==> src/rtl/voice_mixer.sv <==
// voice_mixer: sequential voice summer with master gain and output stage.
//
// Once per sample_tick the block snapshots every voice and the 9-bit gain.
// It accumulates one voice per clock through a single adder, scales the sum
// with a single multiplier, then shifts right and resizes into the output.
// The result is held on `out` and announced with a one-cycle `out_valid`.
//
// Build option:
//   MIXER_SATURATE_EN  defined   -> the final result is clamped to the signed
//                                   WIDTH-bit range.
//                      undefined -> the final result keeps its low WIDTH bits
//                                   (two's-complement wrap).
// Both builds use the same state sequence and the same latency.
//
// Timing (tick sampled at edge 0):
//   edges 1..N_VOICES : ACCUM, one voice added per edge
//   edge  N_VOICES+1  : SCALE, gain multiply
//   edge  N_VOICES+2  : SAT, out/out_valid registered
// A tick that arrives while the block is busy is dropped, and `overrun`
// pulses on the following cycle. This includes the SAT cycle.

`ifndef N_OSCILLATORS
`define N_OSCILLATORS 4
`endif

module voice_mixer #(
    parameter int N_VOICES   = `N_OSCILLATORS,
    parameter int WIDTH      = 24,
    parameter int GAIN_SHIFT = 8
) (
    input  logic                      clk,
    input  logic                      rstn,
    input  logic                      sample_tick,
    input  logic [N_VOICES*WIDTH-1:0] voices,
    input  logic [31:0]               volume,
    output logic [WIDTH-1:0]          out,
    output logic                      out_valid,
    output logic                      overrun
);

    // ------------------------------------------------------------------
    // Derived widths
    // ------------------------------------------------------------------
    // The accumulator grows by clog2(N_VOICES) bits, so the sum of all
    // voices cannot overflow.
    localparam int ACCW  = WIDTH + $clog2(N_VOICES);
    // The product needs 10 extra bits: a 9-bit unsigned gain plus a sign bit.
    localparam int PRODW = ACCW + 10;
    // The voice index keeps at least one bit, so a single-voice build
    // still elaborates.
    localparam int IDXW  = (N_VOICES > 1) ? $clog2(N_VOICES) : 1;

    localparam logic [IDXW-1:0] LAST_IDX = IDXW'(N_VOICES - 1);

    // Output range limits at product width. They are used for clamping.
    localparam logic signed [PRODW-1:0] SAT_MAX =
        {{(PRODW-WIDTH+1){1'b0}}, {(WIDTH-1){1'b1}}};
    localparam logic signed [PRODW-1:0] SAT_MIN =
        {{(PRODW-WIDTH+1){1'b1}}, {(WIDTH-1){1'b0}}};

    // ------------------------------------------------------------------
    // FSM encoding
    // ------------------------------------------------------------------
    localparam logic [1:0] S_IDLE  = 2'd0;
    localparam logic [1:0] S_ACCUM = 2'd1;
    localparam logic [1:0] S_SCALE = 2'd2;
    localparam logic [1:0] S_SAT   = 2'd3;

    // ------------------------------------------------------------------
    // Registers
    // ------------------------------------------------------------------
    logic [1:0]                r_state;
    logic signed [WIDTH-1:0]   r_snap [0:N_VOICES-1];
    logic [8:0]                r_gain;
    logic signed [ACCW-1:0]    r_acc;
    logic [IDXW-1:0]           r_idx;
    logic signed [PRODW-1:0]   r_prod;
    logic [WIDTH-1:0]          r_out;
    logic                      r_out_valid;
    logic                      r_overrun;

    // ------------------------------------------------------------------
    // Combinational helpers
    // ------------------------------------------------------------------
    logic signed [WIDTH-1:0]   w_voice [0:N_VOICES-1];
    logic                      w_idle;
    logic                      w_accept;
    logic                      w_last_voice;
    logic signed [WIDTH-1:0]   w_sel_voice;
    logic signed [ACCW-1:0]    w_sel_ext;
    logic signed [ACCW-1:0]    w_acc_sum;
    logic signed [PRODW-1:0]   w_acc_ext;
    logic signed [PRODW-1:0]   w_gain_ext;
    logic signed [PRODW-1:0]   w_shifted;
    logic [WIDTH-1:0]          w_result;
    logic                      w_unused_volume;

    // Split the flat voice bus into individual signed samples.
    genvar gi;
    generate
        for (gi = 0; gi < N_VOICES; gi++) begin : g_voice_split
            assign w_voice[gi] = voices[gi*WIDTH +: WIDTH];
        end
    endgenerate

    // Only the low nine bits of the volume word act as gain.
    assign w_unused_volume = ^volume[31:9];

    assign w_idle       = (r_state == S_IDLE);
    assign w_accept     = w_idle && sample_tick;
    assign w_last_voice = (r_idx == LAST_IDX);

    // One adder: the selected snapshot voice, sign-extended, plus the
    // running sum.
    assign w_sel_voice = r_snap[r_idx];
    assign w_sel_ext   = ACCW'(w_sel_voice);
    assign w_acc_sum   = r_acc + w_sel_ext;

    // One multiplier. The gain is zero-extended, so it always acts as a
    // positive scale factor.
    assign w_acc_ext  = PRODW'(r_acc);
    assign w_gain_ext = PRODW'($signed({1'b0, r_gain}));

    // The arithmetic shift floors toward negative infinity.
    assign w_shifted = r_prod >>> GAIN_SHIFT;

`ifdef MIXER_SATURATE_EN
    // Clamp to the signed WIDTH-bit range.
    always_comb begin
        w_result = w_shifted[WIDTH-1:0];
        if (w_shifted > SAT_MAX) begin
            w_result = SAT_MAX[WIDTH-1:0];
        end else if (w_shifted < SAT_MIN) begin
            w_result = SAT_MIN[WIDTH-1:0];
        end
    end
`else
    // Keep the low WIDTH bits, so out-of-range results wrap around.
    logic w_unused_shift_hi;
    logic w_unused_limits;
    assign w_unused_shift_hi = ^w_shifted[PRODW-1:WIDTH];
    assign w_unused_limits   = ^{SAT_MAX, SAT_MIN};
    assign w_result          = w_shifted[WIDTH-1:0];
`endif

    // ------------------------------------------------------------------
    // Sequential logic
    // ------------------------------------------------------------------

    // State sequencing: IDLE -> ACCUM (N_VOICES cycles) -> SCALE -> SAT -> IDLE.
    always_ff @(posedge clk or negedge rstn) begin
        if (!rstn) begin
            r_state <= S_IDLE;
        end else begin
            case (r_state)
                S_IDLE:  if (sample_tick)  r_state <= S_ACCUM;
                S_ACCUM: if (w_last_voice) r_state <= S_SCALE;
                S_SCALE: r_state <= S_SAT;
                S_SAT:   r_state <= S_IDLE;
                default: r_state <= S_IDLE;
            endcase
        end
    end

    // Snapshot voices and gain on an accepted tick. Later input changes
    // cannot affect the sample in progress.
    always_ff @(posedge clk or negedge rstn) begin
        if (!rstn) begin
            for (int i = 0; i < N_VOICES; i++) begin
                r_snap[i] <= '0;
            end
            r_gain <= '0;
        end else if (w_accept) begin
            for (int i = 0; i < N_VOICES; i++) begin
                r_snap[i] <= w_voice[i];
            end
            r_gain <= volume[8:0];
        end
    end

    // Accumulator and voice index: cleared on accept, one voice per ACCUM cycle.
    always_ff @(posedge clk or negedge rstn) begin
        if (!rstn) begin
            r_acc <= '0;
            r_idx <= '0;
        end else if (w_accept) begin
            r_acc <= '0;
            r_idx <= '0;
        end else if (r_state == S_ACCUM) begin
            r_acc <= w_acc_sum;
            if (!w_last_voice) begin
                r_idx <= r_idx + 1'b1;
            end
        end
    end

    // Gain multiply, registered once in SCALE.
    always_ff @(posedge clk or negedge rstn) begin
        if (!rstn) begin
            r_prod <= '0;
        end else if (r_state == S_SCALE) begin
            r_prod <= w_acc_ext * w_gain_ext;
        end
    end

    // Output sample: updated only in SAT and held until the next SAT.
    always_ff @(posedge clk or negedge rstn) begin
        if (!rstn) begin
            r_out <= '0;
        end else if (r_state == S_SAT) begin
            r_out <= w_result;
        end
    end

    // One-cycle flags: sample-ready pulse and dropped-tick pulse.
    always_ff @(posedge clk or negedge rstn) begin
        if (!rstn) begin
            r_out_valid <= 1'b0;
            r_overrun   <= 1'b0;
        end else begin
            r_out_valid <= (r_state == S_SAT);
            r_overrun   <= sample_tick && !w_idle;
        end
    end

    assign out       = r_out;
    assign out_valid = r_out_valid;
    assign overrun   = r_overrun;

endmodule

==> config.mk <==
export PLATFORM = sky130hd
export DESIGN_NAME = voice_mixer
export DESIGN_NICKNAME = d
export VERILOG_FILES = /design/src/rtl/voice_mixer.sv
export SDC_FILE = /design/constraint.sdc
export NUM_CORES = 1
export LEC_CHECK = 0
export BUFFER_PORTS_ARGS = -buffer_cell sky130_fd_sc_hd__buf_2
export CAP_MARGIN = 20
export CORE_MARGIN = 2
export CORE_UTILIZATION = 40
export DETAILED_ROUTE_END_ITERATION = 7
export HOLD_SLACK_MARGIN = 0.03
export PLACE_DENSITY_LB_ADDON = 0.25
export SLEW_MARGIN = 5
export SYNTH_ARGS = -nofsm -noshare
export SYNTH_HDL_FRONTEND = slang
export SYNTH_SLANG_ARGS = --single-unit
==> constraint.sdc <==
create_clock -name clk -period 7.1 [get_ports clk]
set_input_delay 1.775 -clock clk [delete_from_list [all_inputs] [get_ports clk]]
set_output_delay 1.775 -clock clk [all_outputs]
set_load 0.02 [all_outputs]
==> out/results.ini, run 1 <==
[timing]
tightest_slew_ps = 896
grt_setup_unrepaired = false
finalHoldViolCount = 0
max_freq_mhz = 171
post-route-min-period_ps = 5860
slew_headroom_pct = 40.3
finalCritPeriodShare_pct = 82.6
fin_setup_tns_ps = 0
setup_slack_ps = 1240
skew_ps = 18.4
slew_viol_final = 0
setup_viol = 0

[clock_tree]
cts_sinks = 185
ctsResizeCount = 0
clk_pin_slew_ps = 70
clock_path_buffers = 2
cts_root_buf = clkbuf_16
ctsHoldBuffers = 0
tritoncts = done
post_cts_buffers = 0
cts_max_level = 4
clk_latency_ps = 460
numCtsBuffers = 17

[critical_path]
startpoint_type = flop
end_kind = flop
cp.arrival_ps = 6220
worst-path-max-fanout = 19
r2r-start = r_gain[3]$_DFFE_PN0P_
required_ps = 7460
setup.worst_path.class = reg -> reg
startpoint = r_gain[3]$_DFFE_PN0P_

[layout]
seq_area_um2 = 4630
fillCellCount = 3906
final_nets = 2196
multi_input_area_um2 = 10400
drive_gt1_share_pct = 14.7
layout_common_cells = 456 x nand2_1, 206 x inv_1, 185 x dfrtp_1, 174 x fa_1, 132 x buf_2
utilization_pct = 45.0
area_growth_pct = 10.9
final_common_cell = nand2_1
final_area_um2 = 17900

[floorplan]
rows = 73
die_h_um = 205
die_x_um = 205
pin_count = 157
die-area_um2 = 41900
core_area_um2 = 39700
initial_core_util_pct = 40.6

[drt]
dr_total_vias = 11500
ant_nets = 0
drt_iter0_markers = 515
routed_wl_um = 36100
drc = 0
wire_per_inst_um = 15.5
vias_per_cell = 4.94
dr.pass1.iters = 5

[global_routing]
gr-total-overflow = 0
grt_first_pass_wirelength_um = 61900
antenna_found_initial = 2
grt_max_degree = 111
grt_pass1_vias = 12300
grt_use_total_pct = 18.5

[synth]
synth_top_family_by_area = adder cells
synthesis.nets = 2118
synth.distinct_cells = 67
synth_area_um2 = 16100
ys_seq_elements = 185
ys_seq_area_share_pct = 28.7
synth_edf_count = 0
synth_compound_area_share_pct = 7.19
synthArstFlopShare_pct = 100
syn_area_per_cell_um2 = 9.39
synth_xor_area_share_pct = 2.66
yosys_warnings = 0
netlist_instances = 1717
synth_flop_cell = dfrtp_1
muxShareOfSynthArea_pct = 7.00
yosys.area_share.simple_pct = 18.3
synth_fa_ha_area_share_pct = 29.1

[placement]
dpl_worst_slack_ps = 1210
gp_congestion = 0.915
placed_cell_area_um2 = 17200
portBuffers = 133
dp_hpwl_um = 27000

[min_path]
min_from = r_snap[38]$_DFFE_PN0P_
min_path_type = reg -> reg

[flow_run]
maxCapViolations = 0

[status]
outcome = finished clean

## per-layer routing
metal | up-vias | routed length, um | global-route usage, %
met3 | 28 | 1540 | 2.77
li1 | 5570 | - | -
met5 | - | 13 | 0
met1 | 5670 | 17700 | 26.3
met4 | 2 | 382 | 4.35
met2 | 244 | 16500 | 29.9
## cell families (layout without fill, tap and decap cells)
kind of cell | Yosys count | count (layout)
fa+ha+maj | 270 | 270
flops | 185 | 185
compound gates | 159 | 159
simple gates | 676 | 676
buf+inv | 300 | 390
xor+xnor | 49 | 49
mux | 78 | 78
other cells | 0 | 1
## metrics by stage
stage	cells	hold slack [ps]
finish	2333	473
global route	2332	498
global placement	2300	453
detailed placement	2300	460
CTS	2331	479
floorplan	1717	440
## path summary, 6_finish.rpt
| check | endpoint | slack (ps) | depth (start not counted) |
|---|---|---|---|
| min | r_snap[38]$_DFFE_PN0P_ | 470 | 2 |
| max reg2reg | r_prod[30]$_DFFE_PN0P_ | 1240 | 18 |
| max | r_prod[30]$_DFFE_PN0P_ | 1240 | 18 |
| max in group asynchronous | r_snap[84]$_DFFE_PN0P_ | 4400 | 2 |
| min reg2reg | r_snap[38]$_DFFE_PN0P_ | 470 | 2 |
| min in group asynchronous | out[1]$_DFFE_PN0P_ | 1340 | 1 |
## worst max-delay path, stage by stage (launching register included)
cell       delay [ps]
dfrtp_1           890
nand2_1           150
fa_1              510
inv_1              60
fa_1              490
fa_1              520
fa_1              490
inv_1              50
fa_1              480
inv_1              50
ha_1              390
nand3_1           110
a211oi_1          320
o211ai_1          170
a21oi_2           210
o2111ai_2         190
a311oi_2          350
nor3_1            100
o31ai_2           210
## flip-flops by register name (all words and copies together) (netlist names)
| register | count |
|---|---|
| out_valid | 1 |
| r_state | 2 |
| r_prod | 24 |
| r_idx | 2 |
| r_snap | 96 |
| r_gain | 9 |
| out | 24 |
| overrun | 1 |
| r_acc | 26 |
## synthesized netlist by cell type, types with 4 or more instances
cell type,number,area [um2]
nor3_1,14,70.1
and2_1,117,732
clkbuf_1,83,312
a21o_1,24,180
xnor2_1,31,272
xor2_1,18,158
a21oi_1,39,195
mux2_2,38,428
nand4_1,4,25.0
nand3_1,12,60.1
mux2i_1,16,160
fa_1,174,3480
a211oi_1,9,67.6
o21ai_0,23,115
nand2_1,457,1720
inv_1,206,773
dfrtp_1,185,4630
nor2_1,49,184
buf_2,6,30.0
nor3b_1,5,37.5
o211ai_1,4,30.0
o21a_1,10,75.1
ha_1,96,1200
mux4_2,24,541
buf_1,4,15.0
or3_1,5,31.3
o21bai_1,7,52.6
## final cells by class
type	count	share of cell area, %
Sequential cell	185	25.9
Timing Repair Buffer	153	4.73
Multi-Input combinational cell	1232	58.0
Inverter	206	4.33
Clock inverter	14	1.00
Antenna cell	1	0.0140
Tap cell	525	3.68
Clock buffer	17	2.38
Power of run 1 is not shown: default switching activity piles up to over one toggle a cycle in this logic, so the estimate is an artifact.
==> run 2: changes to the inputs <==
==> constraint.sdc (replaced) <==
create_clock -name clk -period 6.1 [get_ports clk]
set_input_delay 1.525 -clock clk [delete_from_list [all_inputs] [get_ports clk]]
set_output_delay 1.525 -clock clk [all_outputs]
set_load 0.02 [all_outputs]
==> out/results.ini, run 2 (synthesis results as in run 1) <==
[timing]
setup_viol = 0  ; unchanged
max_freq_mhz = 176  ; +3.2%
slew_viol_final = 0  ; unchanged
slew_headroom_pct = 35.4  ; -4.9 points
post-route-min-period_ps = 5680  ; -180 ps
hold_slack_ps = 473  ; +0.213 ps
tightest_slew_ps = 969  ; +73.2 ps
grt_setup_unrepaired = false
finalCritPeriodShare_pct = 93.2  ; +11 points
setup_slack_ps = 417  ; -820 ps
fin_setup_tns_ps = 0  ; unchanged
skew_ps = 16.5  ; -1.86 ps
finalHoldViolCount = 0  ; unchanged

[drt]
dr_total_vias = 11600  ; +0.47%
routed_wl_um = 36900  ; +2.2%
vias_per_cell = 4.93  ; -0.17%
drt_iter0_markers = 578  ; +12%
drc = 0  ; unchanged
ant_nets = 0  ; unchanged
wire_per_inst_um = 15.7  ; +1.5%
dr.pass1.iters = 5  ; unchanged

[layout]
final_nets = 2211  ; +0.68%
area_growth_pct = 11.3
regMostFlops = r_snap
reg_top3 = r_snap (96), r_acc (26)
fillCellCount = 3867  ; -1.0%
final_area_um2 = 17900  ; +0.43%
largest_reg_flops = 96  ; unchanged
drive_gt1_share_pct = 15.4  ; +0.65 points
final_common_cell = nand2_1
layout_common_cells = 456 x nand2_1, 206 x inv_1, 185 x dfrtp_1, 174 x fa_1, 132 x buf_2

[global_routing]
grt_use_total_pct = 18.9  ; +0.39 points
grt_first_pass_wirelength_um = 62700  ; +1.2%
grt_max_degree = 113  ; +1.8%
antenna_found_initial = 2  ; unchanged
gr-total-overflow = 0  ; unchanged
grt_pass1_vias = 12300  ; +0.33%

[floorplan]
initial_core_util_pct = 40.6  ; unchanged
core_area_um2 = 39700  ; unchanged
pin_count = 157  ; unchanged
die_h_um = 205  ; unchanged
rows = 73  ; unchanged
die-area_um2 = 41900  ; unchanged
die_x_um = 205  ; unchanged

[critical_path]
cp.arrival_ps = 6020  ; -200 ps
crit_chain = buf_4 -> and2_1 -> fa_1 -> fa_1 -> fa_1 -> fa_1 -> inv_1 -> fa_1 -> inv_1 -> ha_1 -> a21oi_1 -> o21bai_1 -> a21o_1 -> a21o_1 -> o2111ai_2 -> nand3b_1 -> xor2_1 -> mux2_2
r2r-start = r_gain[6]$_DFFE_PN0P_
path_buf_inv = 3  ; unchanged
r2r_cells = 18  ; unchanged
worst-path-max-fanout = 16  ; -3
cpMostUsedCell = fa_1
slowest_delay_ps = 800  ; -90 ps
startpoint = r_gain[6]$_DFFE_PN0P_
r2r_end = r_prod[28]$_DFFE_PN0P_
setup.worst_path.class = reg -> reg
r2r_setup_slack_ps = 420  ; -820 ps
required_ps = 6440  ; -1020 ps
cp_top_family = adder cells
cp-endpoint = r_prod[28]$_DFFE_PN0P_
crit_path_top_delay_cell = dfrtp_1
cp.depth = 18  ; unchanged
end_kind = flop
startpoint_type = flop

[clock_tree]
ctsHoldBuffers = 0  ; unchanged
tritoncts = done
clk_latency_ps = 460  ; about the same
post_cts_buffers = 0  ; unchanged
cts_sinks = 185  ; unchanged
ctsResizeCount = 0  ; unchanged
numCtsBuffers = 17  ; unchanged
clock_path_buffers = 2  ; unchanged
cts_max_level = 4  ; unchanged
clk_pin_slew_ps = 70  ; about the same
cts_root_buf = clkbuf_16

[placement]
portBuffers = 133  ; unchanged
placed_cell_area_um2 = 17400  ; +0.77%
dp_hpwl_um = 28000  ; +3.9%
dpl_worst_slack_ps = 411  ; -803 ps
gp_congestion = 0.883  ; -3.5%

[flow_run]
maxCapViolations = 0  ; unchanged

[status]
outcome = finished clean

[min_path]
min_path_type = reg -> reg

## run 2: through the flow
step	std cells	utilization, %
5_1_grt	2347	45.2
3_3_place_gp	2316	43.7
6_report	2348	45.2
2_1_floorplan	1717	-
4_1_cts	2347	45.2
3_5_place_dp	2316	43.7
## run 2: final cells by class
| type | instances | area (um2) | area share [%] |
|---|---|---|---|
| Antenna cell | 1 | 2.50 | 0.0139 |
| Multi-Input combinational cell | 1232 | 10400 | 57.7 |
| Timing Repair Buffer | 168 | 950 | 5.29 |
| Tap cell | 525 | 657 | 3.66 |
| Clock inverter | 12 | 133 | 0.739 |
| Clock buffer | 19 | 443 | 2.47 |
| Sequential cell | 185 | 4630 | 25.8 |
| Inverter | 206 | 773 | 4.31 |
## run 2: worst min-delay path by stage
stage               depth (start not counted)                   start  slack (ps)                endpoint
floorplan                                   2  r_snap[24]$_DFFE_PN0P_         440  r_snap[24]$_DFFE_PN0P_
detailed placement                          2   r_snap[0]$_DFFE_PN0P_         460   r_snap[0]$_DFFE_PN0P_
CTS                                         2   r_snap[0]$_DFFE_PN0P_         480   r_snap[0]$_DFFE_PN0P_
global route                                2  r_snap[47]$_DFFE_PN0P_         480  r_snap[47]$_DFFE_PN0P_
finish                                      2   r_snap[0]$_DFFE_PN0P_         470   r_snap[0]$_DFFE_PN0P_
global placement                            2  r_snap[84]$_DFFE_PN0P_         450  r_snap[84]$_DFFE_PN0P_
## run 2: per-layer routing
metal | global-route usage, % | up-vias | wire length, um
li1 | - | 5609 | -
met1 | 26.3 | 5644 | 17900
met2 | 30.5 | 274 | 16600
met3 | 3.66 | 39 | 1850
met4 | 4.37 | 2 | 531
met5 | 0 | - | 16
## run 2: worst register-to-register path, stage by stage, from the launching register on
cell	delay (ps)
dfrtp_1	800
buf_4	320
and2_1	180
fa_1	450
fa_1	560
fa_1	430
fa_1	500
inv_1	50
fa_1	470
inv_1	40
ha_1	320
a21oi_1	150
o21bai_1	70
a21o_1	200
a21o_1	210
o2111ai_2	230
nand3b_1	150
xor2_1	160
mux2_2	260
Power of run 2 is left out for the same reason.
==> run 3: changes to the inputs <==
--- a/config.mk
+++ b/config.mk
@@ -5,14 +5,17 @@
 export SDC_FILE = /design/constraint.sdc
 export NUM_CORES = 1
 export LEC_CHECK = 0
+export ABC_AREA = 1
 export BUFFER_PORTS_ARGS = -buffer_cell sky130_fd_sc_hd__buf_2
 export CAP_MARGIN = 20
+export CELL_PAD_IN_SITES_DETAIL_PLACEMENT = 0
+export CELL_PAD_IN_SITES_GLOBAL_PLACEMENT = 1
 export CORE_MARGIN = 2
 export CORE_UTILIZATION = 40
 export DETAILED_ROUTE_END_ITERATION = 7
 export HOLD_SLACK_MARGIN = 0.03
 export PLACE_DENSITY_LB_ADDON = 0.25
-export SLEW_MARGIN = 5
+export SLEW_MARGIN = 20
 export SYNTH_ARGS = -nofsm -noshare
 export SYNTH_HDL_FRONTEND = slang
 export SYNTH_SLANG_ARGS = --single-unit
==> out/results.ini, run 3 <==
[synth]
synth_fa_ha_area_share_pct = 27.2  ; -1.9 points
synthesis.nets = 2723  ; +29%
synth_edf_count = 0  ; unchanged
synth_compound_area_share_pct = 6.89  ; -0.31 points
syn_area_per_cell_um2 = 7.42  ; -21%
synthArstFlopShare_pct = 100  ; unchanged
synth_common_cells = 841 x nand2_1, 403 x inv_1, 185 x dfrtp_1
synth_area_leaders = dfrtp_1 27%, fa_1 20%, nand2_1 18%
ys_seq_elements = 185  ; unchanged
synth_flop_cell = dfrtp_1
synth_top_area_share_pct = 26.9  ; -1.8 points
yosys.area.top_type = dfrtp_1
ys_seq_area_share_pct = 26.9  ; -1.8 points
yosys.area_share.simple_pct = 25.6  ; +7.3 points
synth.distinct_cells = 46  ; -31%
netlist_instances = 2322  ; +35%
synth_top_family_by_area = adder cells
synth_xor_area_share_pct = 0.610  ; -2.1 points
muxShareOfSynthArea_pct = 1.57  ; -5.4 points
synth_area_um2 = 17200  ; +6.8%
yosys_warnings = 0  ; unchanged
yosysMostFrequentCell = nand2_1

[layout]
reg_top3 = r_snap (96), r_acc (26)
drive_gt1_share_pct = 10.1  ; -5.3 points
num_antenna_cells = 0  ; -1
area_growth_pct = 9.98
final_common_cell = nand2_1
fillCellCount = 4457  ; +15%
regMostFlops = r_snap
layout_common_cells = 841 x nand2_1, 403 x inv_1, 185 x dfrtp_1, 174 x fa_1, 139 x nor2_1
largest_reg_flops = 96  ; unchanged
final_nets = 2797  ; +27%

[clock_tree]
cts_sinks = 185  ; unchanged
cts_root_buf = clkbuf_16
post_cts_buffers = 0  ; unchanged
cts_max_level = 4  ; unchanged
clk_pin_slew_ps = 80  ; about the same
ctsHoldBuffers = 0  ; unchanged
tritoncts = done
numCtsBuffers = 17  ; unchanged
ctsResizeCount = 0  ; unchanged
clk_latency_ps = 490  ; +30 ps
clock_path_buffers = 2  ; unchanged

[critical_path]
cp.arrival_ps = 5850  ; -170 ps
worst-path-max-fanout = 21  ; +5
cp_top_family = adder cells
cp.depth = 18  ; unchanged
r2r_cells = 18  ; unchanged
slowest_delay_ps = 960  ; +160 ps
r2r_setup_slack_ps = 630  ; +210 ps
end_kind = flop
cpMostUsedCell = fa_1
crit_chain = nand2_1 -> inv_1 -> fa_1 -> fa_1 -> fa_1 -> fa_1 -> inv_1 -> fa_1 -> inv_1 -> ha_1 -> a21oi_1 -> o21ai_0 -> a21oi_1 -> nor2_1 -> nor2_1 -> nand3_1 -> nand3_1 -> nand2_1
setup.worst_path.class = reg -> reg
required_ps = 6480  ; +40 ps
path_buf_inv = 3  ; unchanged
crit_path_top_delay_cell = dfrtp_1
startpoint_type = flop

[min_path]
hold_depth = 2  ; unchanged
min_path_type = reg -> reg

[timing]
fin_setup_tns_ps = 0  ; unchanged
skew_ps = 13.7  ; -2.83 ps
setup_viol = 0  ; unchanged
grt_setup_unrepaired = false
slew_headroom_pct = 31.2  ; -4.2 points
max_freq_mhz = 183  ; +3.8%
finalCritPeriodShare_pct = 89.7  ; -3.4 points
finalHoldViolCount = 0  ; unchanged
tightest_slew_ps = 1030  ; +62.5 ps
post-route-min-period_ps = 5470  ; -210 ps
slew_viol_final = 0  ; unchanged

[floorplan]
die_h_um = 211  ; +3.3%
pin_count = 157  ; unchanged
initial_core_util_pct = 40.2  ; -0.33 points
rows = 76  ; +4.1%
core_area_um2 = 42800  ; +7.7%
die-area_um2 = 44700  ; +6.7%
die_x_um = 211  ; +3.3%

[global_routing]
grt_pass1_vias = 14900  ; +21%
grt_first_pass_wirelength_um = 75300  ; +20%
antenna_found_initial = 0  ; -2
grt_use_total_pct = 21.5  ; +2.6 points
grt_max_degree = 107  ; -5.3%
gr-total-overflow = 0  ; unchanged

[flow_run]
maxCapViolations = 0  ; unchanged

[drt]
routed_wl_um = 45200  ; +23%
drc = 0  ; unchanged
vias_per_cell = 4.84  ; -1.7%
dr.pass1.iters = 5  ; unchanged
dr_total_vias = 14300  ; +24%
ant_nets = 0  ; unchanged
wire_per_inst_um = 15.3  ; -2.6%
drt_iter0_markers = 679  ; +17%

[placement]
portBuffers = 133  ; unchanged
gp_congestion = 0.906  ; +2.5%
dp_hpwl_um = 34900  ; +24%

[status]
outcome = finished clean

-- run 3: changes by cell type in the layout (fill, tap and decap cells not counted), moves of 19 or more --
cell and change:
nand2_1 +385, inv_1 +197, and2_1 -115, nor2_1 +90
o21ai_0 +72, nand3_1 +56, a21oi_1 +29, mux4_2 -24
o22ai_1 +22, xnor2_1 -21, a21o_1 -19
-- run 3: path summary, 6_finish.rpt --
kind / from / end
setup / recovery: r_gain[5]$_DFFE_PN0P_ / r_prod[28]$_DFFE_PN0P_
hold / removal: r_snap[56]$_DFFE_PN0P_ / r_snap[56]$_DFFE_PN0P_
setup reg to reg: r_gain[5]$_DFFE_PN0P_ / r_prod[28]$_DFFE_PN0P_
hold reg to reg: r_snap[56]$_DFFE_PN0P_ / r_snap[56]$_DFFE_PN0P_
max in group asynchronous: rstn / r_snap[39]$_DFFE_PN0P_
min in group asynchronous: rstn / r_acc[1]$_DFFE_PN0P_
-- run 3: cells by family (layout without fill, tap and decap cells) --
logic type	Yosys count	after routing
adder cells (fa/ha/maj)	270	270
buffers and inverters	506	593
XOR/XNOR	12	12
AO/OA/AOI/OAI	221	221
AND/OR/NAND/NOR	1104	1104
multiplexers	24	24
flip-flops	185	185
-- run 3: per-stage QoR --
stage                     std cells  worst slack, ps  instance area [um2]  hold WS [ps]  utilization (%)
after global placement         2923              698                18300           458             42.8
after floorplan                2322             1060                17200           444                -
final                          2955              627                18900           474             44.3
after CTS                      2955              607                18900           482             44.2
after global routing           2955              285                18900           497             44.3
after detailed placement       2923              648                18300           461             42.8
-- run 3: layout make-up --
class	count	area, um2	share of cell area [%]
timing repair buffer	156	847	4.47
multi-input combinational	1631	10700	56.3
clock inverter	14	159	0.839
inverter	405	1520	8.03
sequential	185	4630	24.4
tap	546	683	3.61
clock buffer	18	439	2.32
-- run 3: worst reg2reg max path, stage by stage (launching register included) --
cell     delay (ps)
dfrtp_1         960
nand2_1         160
inv_1           120
fa_1            450
fa_1            560
fa_1            430
fa_1            490
inv_1            50
fa_1            480
inv_1            40
ha_1            360
a21oi_1         290
o21ai_0         240
a21oi_1         280
nor2_1           80
nor2_1          150
nand3_1          90
nand3_1          90
nand2_1          50
-- run 3: routing by layer --
metal  global-route usage, %  routed length (um)  vias up
li1                        -                   -     7167
met1                    27.7               20700     6821
met2                    37.0               21900      266
met3                    3.46                1660       57
met4                    6.48                 892        0
met5                       0                   0        -
Power of run 3 is left out for the same reason.
